## config.mk

```make
export PLATFORM = sky130hd
export DESIGN_NAME = serial_subtractor_flat
export DESIGN_NICKNAME = d
export VERILOG_FILES = /design/src/rtl/serial_subtractor_pkg.sv /design/src/rtl/serial_subtractor_if.sv /design/src/rtl/full_adder.sv /design/src/rtl/serial_subtractor.sv /design/src/flat_wrapper.sv
export SDC_FILE = /design/constraint.sdc
export NUM_CORES = 1
export LEC_CHECK = 0
export BUFFER_PORTS_ARGS = -buffer_cell sky130_fd_sc_hd__buf_2
export CAP_MARGIN = 20
export CELL_PAD_IN_SITES_DETAIL_PLACEMENT = 1
export CELL_PAD_IN_SITES_GLOBAL_PLACEMENT = 1
export CORE_AREA = 2 2 54 56
export CTS_CLUSTER_SIZE = 40
export DETAILED_ROUTE_END_ITERATION = 7
export DIE_AREA = 0 0 56 58
export GPL_TIMING_DRIVEN = 0
export MAX_ROUTING_LAYER = met4
export PLACE_DENSITY_LB_ADDON = 0.1
export REMOVE_ABC_BUFFERS = 1
export SLEW_MARGIN = 20
export SYNTH_ARGS = -nofsm -noshare
export SYNTH_HDL_FRONTEND = slang
export SYNTH_SLANG_ARGS = --single-unit
```

## constraint.sdc

```tcl
create_clock -name clk -period 1.74 [get_ports clk]
set_clock_uncertainty 0.05 [all_clocks]
set_input_delay 0.261 -clock clk [delete_from_list [all_inputs] [get_ports clk]]
set_output_delay 0.261 -clock clk [all_outputs]
set_load 0.01 [all_outputs]
```

## src/rtl/serial_subtractor_pkg.sv

```systemverilog
// Shared types and constants for the bit-serial subtractor.
package serial_sub_pkg;

  localparam int DEFAULT_WIDTH = 4;

  typedef enum logic [1:0] {
    IDLE  = 2'd0,
    SHIFT = 2'd1,
    DONE  = 2'd2
  } state_e;

endpackage

```

## src/rtl/serial_subtractor_if.sv

```systemverilog
// Start/busy/done handshake and operand/result bus of the serial subtractor.
interface serial_subtractor_if #(
  parameter int WIDTH = serial_sub_pkg::DEFAULT_WIDTH
);

  logic             start;
  logic [WIDTH-1:0] a;
  logic [WIDTH-1:0] b;
  logic             bin;
  logic             busy;
  logic             done;
  logic [WIDTH-1:0] diff;
  logic             bout;
  logic             ovf;

  modport master (
    output start, a, b, bin,
    input  busy, done, diff, bout, ovf
  );

  modport slave (
    input  start, a, b, bin,
    output busy, done, diff, bout, ovf
  );

endinterface

```

## src/rtl/full_adder.sv

```systemverilog
// Single-bit full-adder cell.
module full_adder (
  input  logic a,
  input  logic b,
  input  logic cin,
  output logic sum,
  output logic cout
);

  assign sum  = a ^ b ^ cin;
  assign cout = (a & b) | (a & cin) | (b & cin);

endmodule

```

## src/rtl/serial_subtractor.sv

```systemverilog
// Bit-serial two's-complement subtractor: diff = a - b - bin, LSB first,
// computed as a + ~b + ~bin through one full-adder cell.
//
// state | meaning
// IDLE  | waiting for start
// SHIFT | one operand bit consumed per clock
// DONE  | one-cycle result-valid pulse; a new start is accepted here
module serial_subtractor
  import serial_sub_pkg::*;
#(
  parameter int WIDTH = DEFAULT_WIDTH
) (
  input logic           clk,
  input logic           rst,
  serial_subtractor_if.slave bus
);

  localparam int CNT_W = $clog2(WIDTH + 1);
  localparam logic [CNT_W-1:0] LAST_BIT = CNT_W'(WIDTH - 1);

  state_e           state_q, state_d;
  logic [WIDTH-1:0] a_sr_q, a_sr_d;
  logic [WIDTH-1:0] b_sr_q, b_sr_d;
  logic             carry_q, carry_d;
  logic [CNT_W-1:0] cnt_q, cnt_d;
  // Partial result; the final bit joins it directly on the way into diff.
  logic [WIDTH-2:0] res_q, res_d;
  logic [WIDTH-1:0] diff_q, diff_d;
  logic             bout_q, bout_d;
  logic             ovf_q, ovf_d;

  logic             fa_sum;
  logic             fa_cout;
  logic             load_op;
  logic [WIDTH-1:0] shifted;

  full_adder u_fa (
    .a    (a_sr_q[0]),
    .b    (b_sr_q[0]),
    .cin  (carry_q),
    .sum  (fa_sum),
    .cout (fa_cout)
  );

  assign load_op = bus.start && (state_q != SHIFT);
  assign shifted = {fa_sum, res_q};

  // Next-state, datapath shifting and result capture.
  always_comb begin
    state_d = state_q;
    a_sr_d  = a_sr_q;
    b_sr_d  = b_sr_q;
    carry_d = carry_q;
    cnt_d   = cnt_q;
    res_d   = res_q;
    diff_d  = diff_q;
    bout_d  = bout_q;
    ovf_d   = ovf_q;

    case (state_q)
      IDLE: begin
        if (bus.start) state_d = SHIFT;
      end
      SHIFT: begin
        a_sr_d  = a_sr_q >> 1;
        b_sr_d  = b_sr_q >> 1;
        carry_d = fa_cout;
        res_d   = shifted[WIDTH-1:1];
        cnt_d   = cnt_q + CNT_W'(1);
        if (cnt_q == LAST_BIT) begin
          state_d = DONE;
          diff_d  = shifted;
          // Inverted carry-out is the unsigned borrow; carry_q here is the
          // carry into the MSB, so their XOR flags signed overflow.
          bout_d  = ~fa_cout;
          ovf_d   = carry_q ^ fa_cout;
        end
      end
      DONE: begin
        state_d = bus.start ? SHIFT : IDLE;
      end
      default: state_d = IDLE;
    endcase

    if (load_op) begin
      a_sr_d  = bus.a;
      b_sr_d  = ~bus.b;
      carry_d = ~bus.bin;
      cnt_d   = '0;
    end
  end

  // State and datapath registers with synchronous reset.
  always_ff @(posedge clk) begin
    if (rst) begin
      state_q <= IDLE;
      a_sr_q  <= '0;
      b_sr_q  <= '0;
      carry_q <= 1'b0;
      cnt_q   <= '0;
      res_q   <= '0;
      diff_q  <= '0;
      bout_q  <= 1'b0;
      ovf_q   <= 1'b0;
    end else begin
      state_q <= state_d;
      a_sr_q  <= a_sr_d;
      b_sr_q  <= b_sr_d;
      carry_q <= carry_d;
      cnt_q   <= cnt_d;
      res_q   <= res_d;
      diff_q  <= diff_d;
      bout_q  <= bout_d;
      ovf_q   <= ovf_d;
    end
  end

  assign bus.busy = (state_q == SHIFT);
  assign bus.done = (state_q == DONE);
  assign bus.diff = diff_q;
  assign bus.bout = bout_q;
  assign bus.ovf  = ovf_q;

endmodule

```

## src/flat_wrapper.sv

```systemverilog
// flat-port wrapper written by rule: the top's interface ports become plain ports
module serial_subtractor_flat import serial_sub_pkg::*;
#(
  parameter int WIDTH = DEFAULT_WIDTH
)
  (clk, rst, bus_start, bus_a, bus_b, bus_bin, bus_busy, bus_done, bus_diff, bus_bout, bus_ovf);
  serial_subtractor_if #(.WIDTH(WIDTH)) bus_i ();
  input logic clk;
  input logic rst;
  input wire logic [$bits(bus_i.start)-1:0] bus_start;
  input wire logic [$bits(bus_i.a)-1:0] bus_a;
  input wire logic [$bits(bus_i.b)-1:0] bus_b;
  input wire logic [$bits(bus_i.bin)-1:0] bus_bin;
  output wire logic [$bits(bus_i.busy)-1:0] bus_busy;
  output wire logic [$bits(bus_i.done)-1:0] bus_done;
  output wire logic [$bits(bus_i.diff)-1:0] bus_diff;
  output wire logic [$bits(bus_i.bout)-1:0] bus_bout;
  output wire logic [$bits(bus_i.ovf)-1:0] bus_ovf;
  assign bus_i.start = bus_start;
  assign bus_i.a = bus_a;
  assign bus_i.b = bus_b;
  assign bus_i.bin = bus_bin;
  assign bus_busy = bus_i.busy;
  assign bus_done = bus_i.done;
  assign bus_diff = bus_i.diff;
  assign bus_bout = bus_i.bout;
  assign bus_ovf = bus_i.ovf;
  serial_subtractor #(.WIDTH(WIDTH)) u_core (.clk(clk), .rst(rst), .bus(bus_i));
endmodule
```

==> summary.md <==
| Metric | Value |
|---|---|
| Tcrit/Tclk final | 0.904 |
| Synth top area cells | dfxtp_1, nand2_1, a21oi_1 |
| Max-slew violation count | 0 |
| R2R cell count | 4 |
| WL per Instance | 12.0 µm |
| Run status | complete, no violations |
| IO buf count | 19 |
| Row count | 19 |
| DP HPWL | 1310 µm |
| Clk sink count | 23 |
| Cell area power density | 854 mW/mm² |
| Post-synth EDFFs | 0 |
| Vias | 773 |
| Total track usage | 0.139 |
| Post-synth ARST share | 0 |
| Root Buffer | clkbuf_4 |
| Worst hold slack | 65.6 ps |
| Vias in the first global route | 830 |
| Post-CTS Setup Repair Bufs | 0 |
| FMAX | 0.636 GHz |
| Router iterations before antenna repair | 2 |
| Crit start category | register |
| Leakage Power | 0.446 nW |
| Top-area cell type share of the netlist area | 0.477 |
| Min-delay src | bus_b[3] |
| Critical Setup Path Class | reg2out |
| Max Cap Viol | 0 |
| Share of cells above drive strength 1 | 0.205 |
| Initial Util | 0.363 |
| Diodes inserted | 0 |
| Routed wire length | 1900 µm |
| Post-route antenna net violation count | 0 |
| Hold Path Cell Cnt | 2 |
| Clock-pin transition on the worst setup and hold timing paths | 130 ps |
| Peak supply drop | 375 µV |
| Number of distinct library cells after synthesis | 23 |
| Cell area after layout | 0.00110 mm² |
| Clk buf depth | 2 |
| Setup Viol. Count Final | 0 |
| GPL Wtd Cong | 0.654 |
| Syn-to-layout area delta | 13.5% |
| Register area share after synthesis | 0.477 |
| FF-to-FF Start | u_core.a_sr_q[0] |
| Synth Flop Type | dfxtp_1 |
| Placed inst area | 0.00106 mm² |
| CTS Buf Count | 3 |
| Final min period | 1570 ps |
| Clock Latency Late Sink | 310 ps |
| Fin nets | 143 |
| Initial antenna violation count | 0 |
| Synthesized area per cell | 8.62 µm² |
| DRT iter0 DRCs | 5 |
| Die area | 0.00325 mm² |
| CTS tree | built |
| Cell Area, Synth | 966 µm² |
| DRC | 0 |
| Chip Height | 58 µm |
| Worst hold-check path type | in2reg |
| RSZ-0062 raised after global routing | false |
| Fill cells | 333 |
| Flops & latches, synth | 23 |
| Cells after synthesis | 112 |
| Core Area | 0.00266 mm² |
| Final Hold Fails | 0 |
| YS warnings | 0 |
| H-tree Lvls | 1 |
| Die X | 56 µm |
| Total gr overflow | 0 |
| Reg2Reg Setup Slack | 280 ps |
| Largest net degree at the start of global routing | 23 |
| Reg-to-Reg End | u_core.carry_q |
| Vias per cell | 4.89 |
| Slew margin rel. | 0.730 |
| CP endpoint kind | primary output |
| Wire length of the first global-routing pass | 3550 µm |
| Final TNS setup | 0 ps |
| Slew @ Worst Pin | 405 ps |
| Worst Hold Path EP | u_core.b_sr_q[3] |
| Crit-path max FO | 17 |
| Num ports | 20 |
| Leading area contributor after synthesis | dfxtp_1 |
| Worst Path Required | 1430 ps |
| WP data arrival | 1260 ps |
| Cts hold-fix bufs | 0 |
-- cell families (layout without fill, tap and decap cells) --
logic type      Yosys count  in the layout  synth area share
compound gates           25             25             0.162
xor+xnor                  1              1           0.00907
fa+ha+maj                 3              3            0.0466
buf+inv                  14             29            0.0661
flops                    23             23             0.477
mux                       4              4            0.0415
simple gates             42             42             0.198
-- synth_stat cells, types with 2 or more instances --
library cell and instances:
dfxtp_1 23, nand2_1 22, a21oi_1 13, nor2_1 9, a211oi_1 5, inv_1 5
mux2i_1 4, nand2b_1 4, buf_2 3, clkbuf_1 3, nand3b_1 3, o211ai_1 3
buf_4 2, ha_1 2, o21ai_0 2, or3_1 2
-- per-stage QoR --
| step | worst slack, ps | util | total power, W | cells |
|---|---|---|---|---|
| final | 167 | 0.412 | 0.000936 | 158 |
| after global routing | 71.9 | 0.412 | 0.000986 | 158 |
| after CTS | 18.7 | 0.410 | 0.000957 | 158 |
| after detailed placement | -50.9 | 0.398 | 0.000694 | 154 |
| after global placement | 27.4 | 0.398 | 0.000688 | 154 |
| after floorplan | 286 | - | 0.000646 | 104 |
-- placed cells by master (no fill, tap or decap) --
cell and count:
nand2b_4 1, and3b_1 1, nand3b_1 3, xnor2_1 1
o21ai_0 2, clkinv_2 1, a211oi_1 5, o211ai_1 3
mux2i_1 4, fa_1 1, inv_1 5, nor2_1 9
dfxtp_1 23, buf_2 19, inv_4 1, ha_1 2
a21oi_1 13, clkbuf_4 3, nor2b_1 1, nand2b_1 3
or3_1 2, a2bb2oi_1 1, nand2_1 22, a211oi_2 1
-- worst max-delay path by stage --
stage                       from         endpoint  slack [ps]  cells after the start
2_1_floorplan  u_core.state_q[1]  u_core.cnt_q[2]         290                      4
3_3_place_gp   u_core.state_q[1]  u_core.cnt_q[2]          30                      4
3_5_place_dp   u_core.state_q[1]  u_core.cnt_q[2]         -50                      4
4_1_cts        u_core.state_q[1]         bus_busy          20                      3
5_1_grt        u_core.state_q[0]         bus_busy          70                      3
6_report       u_core.state_q[0]         bus_busy         170                      3
-- report_power, final --
part | internal (W) | switching [W] | total (W) | leakage (nW)
registers | 0.000552 | 0.0000177 | 0.000570 | 0.188
logic | 0.0000480 | 0.0000648 | 0.000113 | 0.240
clock network | 0.0000857 | 0.000168 | 0.000254 | 0.0177
-- repair_timing --
| item | 4_1_cts | 5_1_grt |
|---|---|---|
| gates cloned | 0 | 0 |
| setup endpoints to repair | 2 | 1 |
| resized for setup | 2 | 1 |
| hold endpoints to repair | 0 | 0 |
-- layer usage --
layer	GRT usage	vias to the layer above	share of wire
met4	0.0408	0	0.010
met1	0.176	355	0.50
met5	-	-	0
met2	0.234	13	0.46
li1	-	403	-
met3	0.0201	2	0.033
-- cell type report --
cell class / instances / area, µm² / share of cell area
sequential: 23 / 460 / 0.420
multi-input combinational: 75 / 449 / 0.410
timing repair buffer: 19 / 95.1 / 0.0868
tap: 31 / 38.8 / 0.0354
inverter: 6 / 25.0 / 0.0228
clock buffer: 3 / 22.5 / 0.0205
clock inverter: 1 / 5.00 / 0.00457
-- critical path: stages (launching register included) --
cell	delay, ps
dfxtp_1	460
nand2b_4	180
inv_4	160
buf_2	150
-- sequential cells by signal (all words and copies together), names as in the netlist --
signal / flops
u_core.a_sr_q: 4
u_core.b_sr_q: 4
u_core.bus.diff: 4
u_core.cnt_q: 3
u_core.res_q: 3
u_core.state_q: 2
u_core.bus.bout: 1
u_core.bus.ovf: 1
u_core.carry_q: 1
Note: power is estimated with default switching activity, not from simulation.
